**src/rtl/morse_decoder_basic.sv**
```systemverilog
// Morse key receiver: times each key press as a dot or a dash, collects 5-symbol digit
// codes, and shifts each decoded active-low 7-segment byte into an 8-digit display word.
module morse_decoder_basic #(
  parameter int GLITCH_CYCLES = 2,
  parameter int DASH_CYCLES   = 8,
  parameter int GAP_CYCLES    = 16,
  parameter int CNT_W         = 16
) (
  input  logic        clk,
  input  logic        rst,
  input  logic        key,
  input  logic        clear,
  output logic [63:0] seg_out_temp,
  output logic [4:0]  morse_code,
  output logic        digit_valid,
  output logic        err
);

  typedef enum logic [1:0] {IDLE, PRESS, GAP} state_t;

  localparam logic [CNT_W-1:0] GLITCH_C = CNT_W'(GLITCH_CYCLES);
  localparam logic [CNT_W-1:0] DASH_C   = CNT_W'(DASH_CYCLES);
  localparam logic [CNT_W-1:0] GAP_C    = CNT_W'(GAP_CYCLES);
  localparam logic [CNT_W-1:0] ONE_C    = CNT_W'(1);

  state_t             state, state_nx;
  logic [1:0]         sync_pipe;
  logic               key_s;
  logic [CNT_W-1:0]   press_cnt, press_nx;
  logic [CNT_W-1:0]   gap_cnt, gap_nx;
  logic [4:0]         code_sr, code_nx;
  logic [2:0]         sym_cnt, sym_nx;
  logic               ovf, ovf_nx;

  // Commit is split over two edges: the decision edge snapshots the code, the next edge
  // updates the display together with the pulse.
  logic               cm_pend, cm_pend_nx;
  logic               cm_ok, cm_ok_nx;
  logic [4:0]         cm_code, cm_code_nx;
  logic [7:0]         cm_seg, cm_seg_nx;

  logic [63:0]        seg_nx;
  logic [4:0]         mc_nx;
  logic               dv_nx, err_nx;
  logic               lut_hit;
  logic [7:0]         lut_seg;
  logic               sym_dash;

  assign key_s    = sync_pipe[1];
  assign sym_dash = (press_cnt >= DASH_C);

  always_comb begin
    lut_hit = 1'b1;
    lut_seg = 8'hFF;
    case (code_sr)
      5'b01111: lut_seg = 8'hF9;
      5'b00111: lut_seg = 8'hA4;
      5'b00011: lut_seg = 8'hB0;
      5'b00001: lut_seg = 8'h99;
      5'b00000: lut_seg = 8'h92;
      5'b10000: lut_seg = 8'h82;
      5'b11000: lut_seg = 8'hF8;
      5'b11100: lut_seg = 8'h80;
      5'b11110: lut_seg = 8'h90;
      5'b11111: lut_seg = 8'hC0;
      default:  lut_hit = 1'b0;
    endcase
  end

  always_comb begin
    state_nx   = state;
    press_nx   = press_cnt;
    gap_nx     = gap_cnt;
    code_nx    = code_sr;
    sym_nx     = sym_cnt;
    ovf_nx     = ovf;
    cm_pend_nx = 1'b0;
    cm_ok_nx   = cm_ok;
    cm_code_nx = cm_code;
    cm_seg_nx  = cm_seg;
    seg_nx     = seg_out_temp;
    mc_nx      = morse_code;
    dv_nx      = 1'b0;
    err_nx     = 1'b0;

    case (state)
      IDLE: begin
        if (key_s) begin
          state_nx = PRESS;
          press_nx = ONE_C;
        end
      end
      PRESS: begin
        if (key_s) begin
          if (press_cnt != '1) press_nx = press_cnt + ONE_C;
        end else if (press_cnt < GLITCH_C) begin
          state_nx = (sym_cnt != 3'd0) ? GAP : IDLE;
        end else begin
          if (sym_cnt == 3'd5) begin
            ovf_nx = 1'b1;
          end else begin
            code_nx = {code_sr[3:0], sym_dash};
            sym_nx  = sym_cnt + 3'd1;
          end
          state_nx = GAP;
          gap_nx   = ONE_C;
        end
      end
      GAP: begin
        if (key_s) begin
          state_nx = PRESS;
          press_nx = ONE_C;
          gap_nx   = '0;
        end else if (gap_cnt >= GAP_C) begin
          state_nx   = IDLE;
          gap_nx     = '0;
          cm_pend_nx = 1'b1;
          cm_ok_nx   = (sym_cnt == 3'd5) && !ovf && lut_hit;
          cm_code_nx = code_sr;
          cm_seg_nx  = lut_seg;
          code_nx    = '0;
          sym_nx     = '0;
          ovf_nx     = 1'b0;
        end else begin
          gap_nx = gap_cnt + ONE_C;
        end
      end
      default: state_nx = IDLE;
    endcase

    if (cm_pend) begin
      if (cm_ok) begin
        seg_nx = {seg_out_temp[55:0], cm_seg};
        mc_nx  = cm_code;
        dv_nx  = 1'b1;
      end else begin
        err_nx = 1'b1;
      end
    end

    // clear wins over any commit in flight; a press in progress is left to finish
    if (clear) begin
      seg_nx     = '1;
      mc_nx      = morse_code;
      dv_nx      = 1'b0;
      err_nx     = 1'b0;
      cm_pend_nx = 1'b0;
      code_nx    = '0;
      sym_nx     = '0;
      ovf_nx     = 1'b0;
      if (state_nx == GAP) begin
        state_nx = IDLE;
        gap_nx   = '0;
      end
    end
  end

  always_ff @(posedge clk) begin
    if (!rst) begin
      sync_pipe    <= '0;
      state        <= IDLE;
      press_cnt    <= '0;
      gap_cnt      <= '0;
      code_sr      <= '0;
      sym_cnt      <= '0;
      ovf          <= 1'b0;
      cm_pend      <= 1'b0;
      cm_ok        <= 1'b0;
      cm_code      <= '0;
      cm_seg       <= 8'hFF;
      seg_out_temp <= '1;
      morse_code   <= 5'b10101;
      digit_valid  <= 1'b0;
      err          <= 1'b0;
    end else begin
      sync_pipe    <= {sync_pipe[0], key};
      state        <= state_nx;
      press_cnt    <= press_nx;
      gap_cnt      <= gap_nx;
      code_sr      <= code_nx;
      sym_cnt      <= sym_nx;
      ovf          <= ovf_nx;
      cm_pend      <= cm_pend_nx;
      cm_ok        <= cm_ok_nx;
      cm_code      <= cm_code_nx;
      cm_seg       <= cm_seg_nx;
      seg_out_temp <= seg_nx;
      morse_code   <= mc_nx;
      digit_valid  <= dv_nx;
      err          <= err_nx;
    end
  end

endmodule

```
**config.mk**
```make
export PLATFORM = sky130hd
export DESIGN_NAME = morse_decoder_basic
export DESIGN_NICKNAME = d
export VERILOG_FILES = /design/src/rtl/morse_decoder_basic.sv
export SDC_FILE = /design/constraint.sdc
export NUM_CORES = 1
export LEC_CHECK = 0
export ABC_CLOCK_PERIOD_IN_PS = 2900
export CORE_ASPECT_RATIO = 0.9
export CORE_UTILIZATION = 54
export CTS_CLUSTER_DIAMETER = 200
export DETAILED_ROUTE_END_ITERATION = 8
export PLACE_DENSITY = 0.79
export SLEW_MARGIN = 20
export SYNTH_ARGS = -nofsm -noshare
export SYNTH_HDL_FRONTEND = slang
export SYNTH_SLANG_ARGS = --single-unit
```
**constraint.sdc**
```tcl
create_clock -name clk -period 2.9 [get_ports clk]
set_input_delay 0.29 -clock clk [delete_from_list [all_inputs] [get_ports clk]]
set_output_delay 0.29 -clock clk [all_outputs]
set_load 0.005 [all_outputs]
```
==> results.py, run 1 <==
metrics = {
    "placement": {
        "place_congestion": 0.921,
        "placedInstanceArea_mm2": 0.00589,
        "port-buffer-count": 66,
        "hpwl_mm": 8.11,
        "dp.cells": 791,
    },
    "clocking": {
        "cts-root-to-sink-buffers": 2,
        "cts.repair.resized": 0,
        "cts-buffers-inserted": 17,
        "post_cts_hold_buffer_count": 0,
        "postCtsSetupRepairBufs": 0,
        "tritoncts_clock_tree": "yes",
        "clock_input_transition_at_the_sequential_cells_of_the_worst_setup_and_hold_paths_ns": 0.06,
        "cts-root-buf": "clkbuf_8",
        "worstSkewPairLatency_ns": 0.52,
        "clock_tree.htree_level_count": 4,
        "tritoncts_num_sinks": 122,
    },
    "timing": {
        "finalClockSkew_ns": 0.00962,
        "hold_violations": 0,
        "timing.max_slew.rel_slack_pct": 51.2,
        "grt_setup_unrepaired": "false",
        "final_period_demand_of_the_worst_path_ns": 2.45,
        "timing.final.crit_share_pct": 84.6,
        "achievable-frequency_mhz": 408,
        "setup_viol_count_final": 0,
        "fin_setup_tns_ns": 0,
        "tightest_slew_ns": 0.732,
        "finalMaxSlewViolations": 0,
    },
    "layout": {
        "final_layout_size_suffix_gt1_share_pct": 7.42,
        "final_nets": 703,
        "final.fill_count": 694,
        "post_layout_nonfiller_instances": 823,
        "n_antenna_cell": 0,
        "regArea_mm2": 0.00244,
        "multi_input_area_mm2": 0.00252,
        "postLayoutCellArea_mm2": 0.00648,
        "area_delta_synth_final_pct": 24.7,
    },
    "synthesis": {
        "netlist_instances": 636,
        "post_synthesis_sequential_area_ratio_pct": 47.0,
        "synth_flop_cell": "dfxtp_1",
        "synth.cell_area_mm2": 0.00519,
        "postSynthAreaPerCell_um2": 8.16,
        "synth_warnings": 0,
        "postSynth.asyncResetShare_pct": 0,
        "postSynthRegisterBits": 122,
        "edff_count_synth": 0,
        "synthDistinctLibCells": 57,
    },
    "setup_path": {
        "critical-path-top-cell-by-count": "or4_1",
        "cell_with_the_largest_stage_delay_on_the_worst_path": "or4_1",
        "worst-endpoint-arrival_ns": 2.88,
        "critPathMaxStageDelay_ns": 0.74,
        "critPathMaxFanout": 16,
        "endpoint_kind": "flip-flop",
        "worstPathCellList": "or4_1 -> or4_1 -> o21ai_4 -> a31oi_4 -> nor3b_1",
        "worst-endpoint-required_ns": 3.32,
        "path_class": "reg -> reg",
        "worstSetupStartpointType": "flip-flop",
    },
    "power_and_ir_drop": {
        "internal-power_w": 0.00300,
        "netSwitchingFraction_pct": 24.8,
        "share_clk_of_total_power_pct": 52.6,
        "net-switching-power_w": 0.000991,
        "power_density_mw_per_mm2": 617,
        "share_seq_of_total_power_pct": 42.6,
        "peakVddDrop_uv": 458,
        "combPwrFrac_pct": 4.8,
        "static-leakage-power_nw": 2.76,
    },
    "outcome": {
        "status": "completed",
    },
    "route": {
        "routed_wirelength_mm": 12.0,
        "postRouteAntennaNets": 0,
        "viasPerCell": 5.61,
        "average_routed_wire_per_standard_cell_um": 14.6,
        "drt_first_pass_iters": 5,
        "drc": 0,
        "initialDrtViolationCount": 214,
        "total_via_count_after_detailed_routing": 4618,
    },
    "floorplanning": {
        "boundaryPins": 75,
        "die-height_um": 95.0,
        "initial_core_util_pct": 56.4,
        "placement_rows": 33,
        "dieWidth_um": 105,
        "core_region_area_mm2": 0.00921,
        "die-area_mm2": 0.0100,
    },
    "global_routing": {
        "antenna_violations_before_repair": 0,
        "first_global_vias": 4206,
        "globalRouteTotalUtil_pct": 25.0,
        "grt_pass1_wl_mm": 19.9,
        "global_route.overflow_total": 0,
        "grt_max_degree": 57,
    },
    "min_path": {
        "hp-class": "in -> reg",
    },
    "flow_run": {
        "maxCapViolCount": 0,
    },
}
[registers in the layout, summed over array words and instances, names as in the netlist]
| register | flops |
|---|---|
| cm_code | 5 |
| sync_pipe | 2 |
| cm_ok | 1 |
| sym_cnt | 3 |
| digit_valid | 1 |
| cm_pend | 1 |
| code_sr | 5 |
| gap_cnt | 16 |
| seg_out_temp | 56 |
| cm_seg | 7 |
| morse_code | 5 |
| state | 2 |
| press_cnt | 16 |
| err | 1 |
| ovf | 1 |
[cells by family after synthesis]
group                      count (synthesis)  synth area share [%]
other                                      1                0.0722
and+or+nand+nor                          355                  31.9
adders and majority gates                 11                  2.65
DFF                                      122                  47.0
AOI/OAI and AO/OA                         72                  10.5
muxes                                      4                 0.819
buffers and inverters                     60                  5.20
xor gates and xnor gates                  11                  1.86
[worst max-delay path: cells and delay by family, from the launching register on]
| family | cells | cell delay [ns] |
|---|---|---|
| AOI/OAI and AO/OA | 2 | 0.46 |
| DFF | 1 | 0.35 |
| and+or+nand+nor | 3 | 1.54 |
[power by group through the flow]
| stage | Sequential (W) | Combinational (W) | Clock (W) |
|---|---|---|---|
| 2_1_floorplan | 0.00173 | 0.000158 | 0 |
| 3_3_place_gp | 0.00174 | 0.000182 | 0 |
| 3_5_place_dp | 0.00174 | 0.000188 | 0 |
| 4_1_cts | 0.00170 | 0.000191 | 0.00211 |
| 5_1_grt | 0.00170 | 0.000211 | 0.00219 |
| 6_report | 0.00170 | 0.000193 | 0.00210 |
[Yosys cell counts (8+ instances only)]
master      n  area share [%]
clkbuf_1   34             2.5
dfxtp_1   122              47
nand2_1   162              12
a21oi_1    18             1.7
inv_1      13            0.94
and3_1      9             1.1
nand3_1    77             7.4
nor2_1     38             2.7
nor2b_1     9             1.1
and2_1      8            0.96
nand4_1     8            0.96
ha_1       11             2.7
buf_4       8             1.2
[path summary, 6_finish.rpt]
path / from / cells after the start / endpoint / slack [ns]
setup / recovery: press_cnt[8]$_SDFFE_PN0P_ / 5 / gap_cnt[8]$_SDFF_PN0_ / 0.45
hold / removal: key / 2 / sync_pipe[0]$_SDFF_PN0_ / 0.36
setup reg to reg: press_cnt[8]$_SDFFE_PN0P_ / 5 / gap_cnt[8]$_SDFF_PN0_ / 0.45
hold reg to reg: gap_cnt[15]$_SDFF_PN0_ / 2 / gap_cnt[15]$_SDFF_PN0_ / 0.43
[stage by stage]
stage          hold slack, ns  power, W  util [%]  setup WS (ns)
3_3_place_gp            0.417   0.00192      63.9          0.536
4_1_cts                 0.358   0.00400      70.3          0.447
3_5_place_dp            0.422   0.00192      63.9          0.514
6_report                0.363   0.00399      70.3          0.447
2_1_floorplan           0.395   0.00189         -          0.673
5_1_grt                 0.360   0.00411      70.3          0.333
[layer usage]
layer / wire (um) / vias up / GRT usage (%)
met5: 0 / - / 0
met4: 202 / 0 / 11.6
met3: 753 / 23 / 5.60
met2: 5720 / 166 / 41.1
met1: 5370 / 2159 / 31.7
li1: - / 2270 / -
[cell type report]
type	count	share of cell area [%]
multi-input combinational	461	38.9
sequential	122	37.7
timing repair buffer	73	11.2
clock buffer	17	6.39
clock inverter	15	2.72
tap	122	2.36
inverter	13	0.753
[cell usage in the layout (no fill, tap or decap), types with 11 or more instances in the layout]
master and n:
inv_1 13, nand2_1 161, dfxtp_1 122, nor2_1 37
ha_1 11, clkbuf_16 16, nand3_1 77, clkdlybuf4s50_1 66
a21oi_1 18
No activity file was read; power rests on OpenSTA's default activity.
==> run 2: changes to the inputs <==
--- a/config.mk
+++ b/config.mk
@@ -5,7 +5,7 @@
 export SDC_FILE = /design/constraint.sdc
 export NUM_CORES = 1
 export LEC_CHECK = 0
-export ABC_CLOCK_PERIOD_IN_PS = 2900
+export ABC_CLOCK_PERIOD_IN_PS = 2450
 export CORE_ASPECT_RATIO = 0.9
 export CORE_UTILIZATION = 54
 export CTS_CLUSTER_DIAMETER = 200
==> constraint.sdc (replaced) <==
create_clock -name clk -period 2.45 [get_ports clk]
set_input_delay 0.245 -clock clk [delete_from_list [all_inputs] [get_ports clk]]
set_output_delay 0.245 -clock clk [all_outputs]
set_load 0.005 [all_outputs]
==> results.py, run 2 (same netlist as run 1, synthesis figures left out) <==
metrics = {
    "timing": {
        "setup_viol_count_final": 0,
        "timing.final.crit_share_pct": 95.5,
        "finalClockSkew_ns": 0.00741,
        "tightest_slew_ns": 0.788,
        "hold_violations": 0,
        "achievable-frequency_mhz": 427,
        "setup_ws_ns": 0.110,
        "finalMaxSlewViolations": 0,
        "final_period_demand_of_the_worst_path_ns": 2.34,
        "timing.max_slew.rel_slack_pct": 46.8,
    },
    "setup_path": {
        "worstPathCellList": "or4_1 -> or4_4 -> o21ai_4 -> a31oi_4 -> buf_12 -> nor3b_1",
        "reg2reg_setup_slack_ns": 0.11,
        "worst-endpoint-required_ns": 2.88,
        "worst-endpoint-arrival_ns": 2.77,
        "cell_with_the_largest_stage_delay_on_the_worst_path": "or4_4",
        "cp.buffers_inverters": 1,
        "critPathMaxFanout": 16,
        "timing.critical_path.max_delay_family": "simple AND/OR/NAND/NOR gates",
        "r2r_end": "gap_cnt[9]$_SDFF_PN0_",
        "path_class": "reg -> reg",
        "endpoint_kind": "flip-flop",
        "rr_worst_depth": 6,
        "worst-path-stages": 6,
        "critPathMaxStageDelay_ns": 0.64,
        "critical_path.reg2reg.startpoint": "press_cnt[8]$_SDFFE_PN0P_",
        "worstSetupStartpointType": "flip-flop",
    },
    "power_and_ir_drop": {
        "power_density_mw_per_mm2": 738,
        "static-leakage-power_nw": 2.84,
        "peakVddDrop_uv": 477,
        "total_power_w": 0.00489,
    },
    "clocking": {
        "tritoncts_num_sinks": 122,
        "cts-root-buf": "clkbuf_8",
        "clock_tree.htree_level_count": 4,
        "cts-root-to-sink-buffers": 2,
        "post_cts_hold_buffer_count": 0,
        "tritoncts_clock_tree": "yes",
        "worstSkewPairLatency_ns": 0.52,
        "clock_input_transition_at_the_sequential_cells_of_the_worst_setup_and_hold_paths_ns": 0.06,
        "cts-buffers-inserted": 17,
    },
    "placement": {
        "place_congestion": 0.918,
        "port-buffer-count": 66,
        "place_ws_ns": -0.00915,
        "hpwl_mm": 8.20,
    },
    "route": {
        "average_routed_wire_per_standard_cell_um": 14.7,
        "routed_wirelength_mm": 12.3,
        "drt_first_pass_iters": 5,
        "postRouteAntennaNets": 0,
        "drc": 0,
        "initialDrtViolationCount": 230,
        "total_via_count_after_detailed_routing": 4645,
        "viasPerCell": 5.57,
    },
    "min_path": {
        "worst_hold_startpoint": "key",
        "min_delay_worst_endpoint": "sync_pipe[0]$_SDFF_PN0_",
        "hp-class": "in -> reg",
        "worstHoldPathCells": 2,
    },
    "layout": {
        "final_layout_size_suffix_gt1_share_pct": 8.99,
        "area_delta_synth_final_pct": 27.6,
        "largest-register": "seg_out_temp",
        "final_nets": 714,
        "layout_commonest_cell": "nand2_1",
        "final_cell_mix": "nand2_1 (161), dfxtp_1 (122), nand3_1 (77)",
        "largest_register_ff_count": 56,
        "n_antenna_cell": 0,
        "biggestRegsByFlops": "seg_out_temp: 56 flops, gap_cnt: 16 flops, press_cnt: 16 flops",
    },
    "global_routing": {
        "first_global_vias": 4177,
        "grt_pass1_wl_mm": 20.2,
        "global_route.overflow_total": 0,
        "grt_max_degree": 57,
        "globalRouteTotalUtil_pct": 25.6,
        "antenna_violations_before_repair": 0,
    },
    "floorplanning": {
        "dieWidth_um": 105,
        "die-height_um": 95.0,
        "placement_rows": 33,
        "die-area_mm2": 0.0100,
        "boundaryPins": 75,
        "initial_core_util_pct": 56.4,
        "core_region_area_mm2": 0.00921,
    },
    "outcome": {
        "status": "completed",
    },
    "flow_run": {
        "maxCapViolCount": 0,
    },
}
-- run 2: cell types whose count changed in the layout (fill, tap and decap cells not counted) --
| cell | delta |
|---|---|
| clkinv_4 | +2 |
| or4_4 | +1 |
| bufinv_16 | +2 |
| clkinv_2 | +1 |
| or4_1 | -1 |
| inv_8 | -1 |
| buf_12 | +2 |
| clkinvlp_4 | -1 |
| buf_4 | +9 |
| inv_6 | -3 |
-- run 2: area by class of cell --
cell class / instances / area [um2]
clock inverter: 15 / 214
tap: 122 / 153
sequential: 122 / 2440
clock buffer: 17 / 414
fill: 689 / 2580
inverter: 13 / 48.8
timing repair buffer: 84 / 833
multi-input combinational: 461 / 2520
-- run 2: routing by layer --
metal / global-route usage [%] / vias to the layer above / part of all wire [%]
met3: 5.67 / 15 / 4.7
met5: 0 / - / 0
met4: 10.8 / 0 / 1.3
li1: - / 2285 / -
met2: 40.7 / 140 / 47
met1: 33.8 / 2205 / 47
-- run 2: stage by stage --
stage	cells	TNS [ns]	utilization (%)	hold WS [ns]	instance area, um2
global route	834	-0.00433	72.0	0.344	6630
global placement	801	0	64.9	0.417	5970
detailed placement	801	-0.00915	64.9	0.422	5970
finish	834	0	72.0	0.318	6630
floorplan	643	0	-	0.350	5220
CTS	833	0	71.7	0.310	6610
-- run 2: worst register-to-register path: cells and delay by family, from the launching register on --
family / cells / cell delay [ns]
buf+inv: 1 / 0.16
simple gates: 3 / 1.41
flops: 1 / 0.35
compound gates: 2 / 0.33
-- run 2: repair_timing --
| action | CTS | global route |
|---|---|---|
| resized for setup | 1 | 0 |
| endpoints found under the setup margin | 2 | 16 |
| setup buffers | 0 | 1 |
-- run 2: worst max path at each step --
stage,end,from
after floorplan,sym_cnt[0]$_SDFFE_PP0P_,press_cnt[8]$_SDFFE_PN0P_
after global placement,sym_cnt[0]$_SDFFE_PP0P_,press_cnt[8]$_SDFFE_PN0P_
after detailed placement,gap_cnt[9]$_SDFF_PN0_,press_cnt[8]$_SDFFE_PN0P_
after CTS,gap_cnt[14]$_SDFF_PN0_,state[0]$_SDFF_PN0_
after global routing,gap_cnt[8]$_SDFF_PN0_,press_cnt[8]$_SDFFE_PN0P_
final,gap_cnt[9]$_SDFF_PN0_,press_cnt[8]$_SDFFE_PN0P_
-- run 2: power by group --
group          switching (W)  internal (W)  total, W
Sequential         0.0000143       0.00200   0.00201
Clock               0.000949       0.00167   0.00262
Combinational       0.000164     0.0000913  0.000256
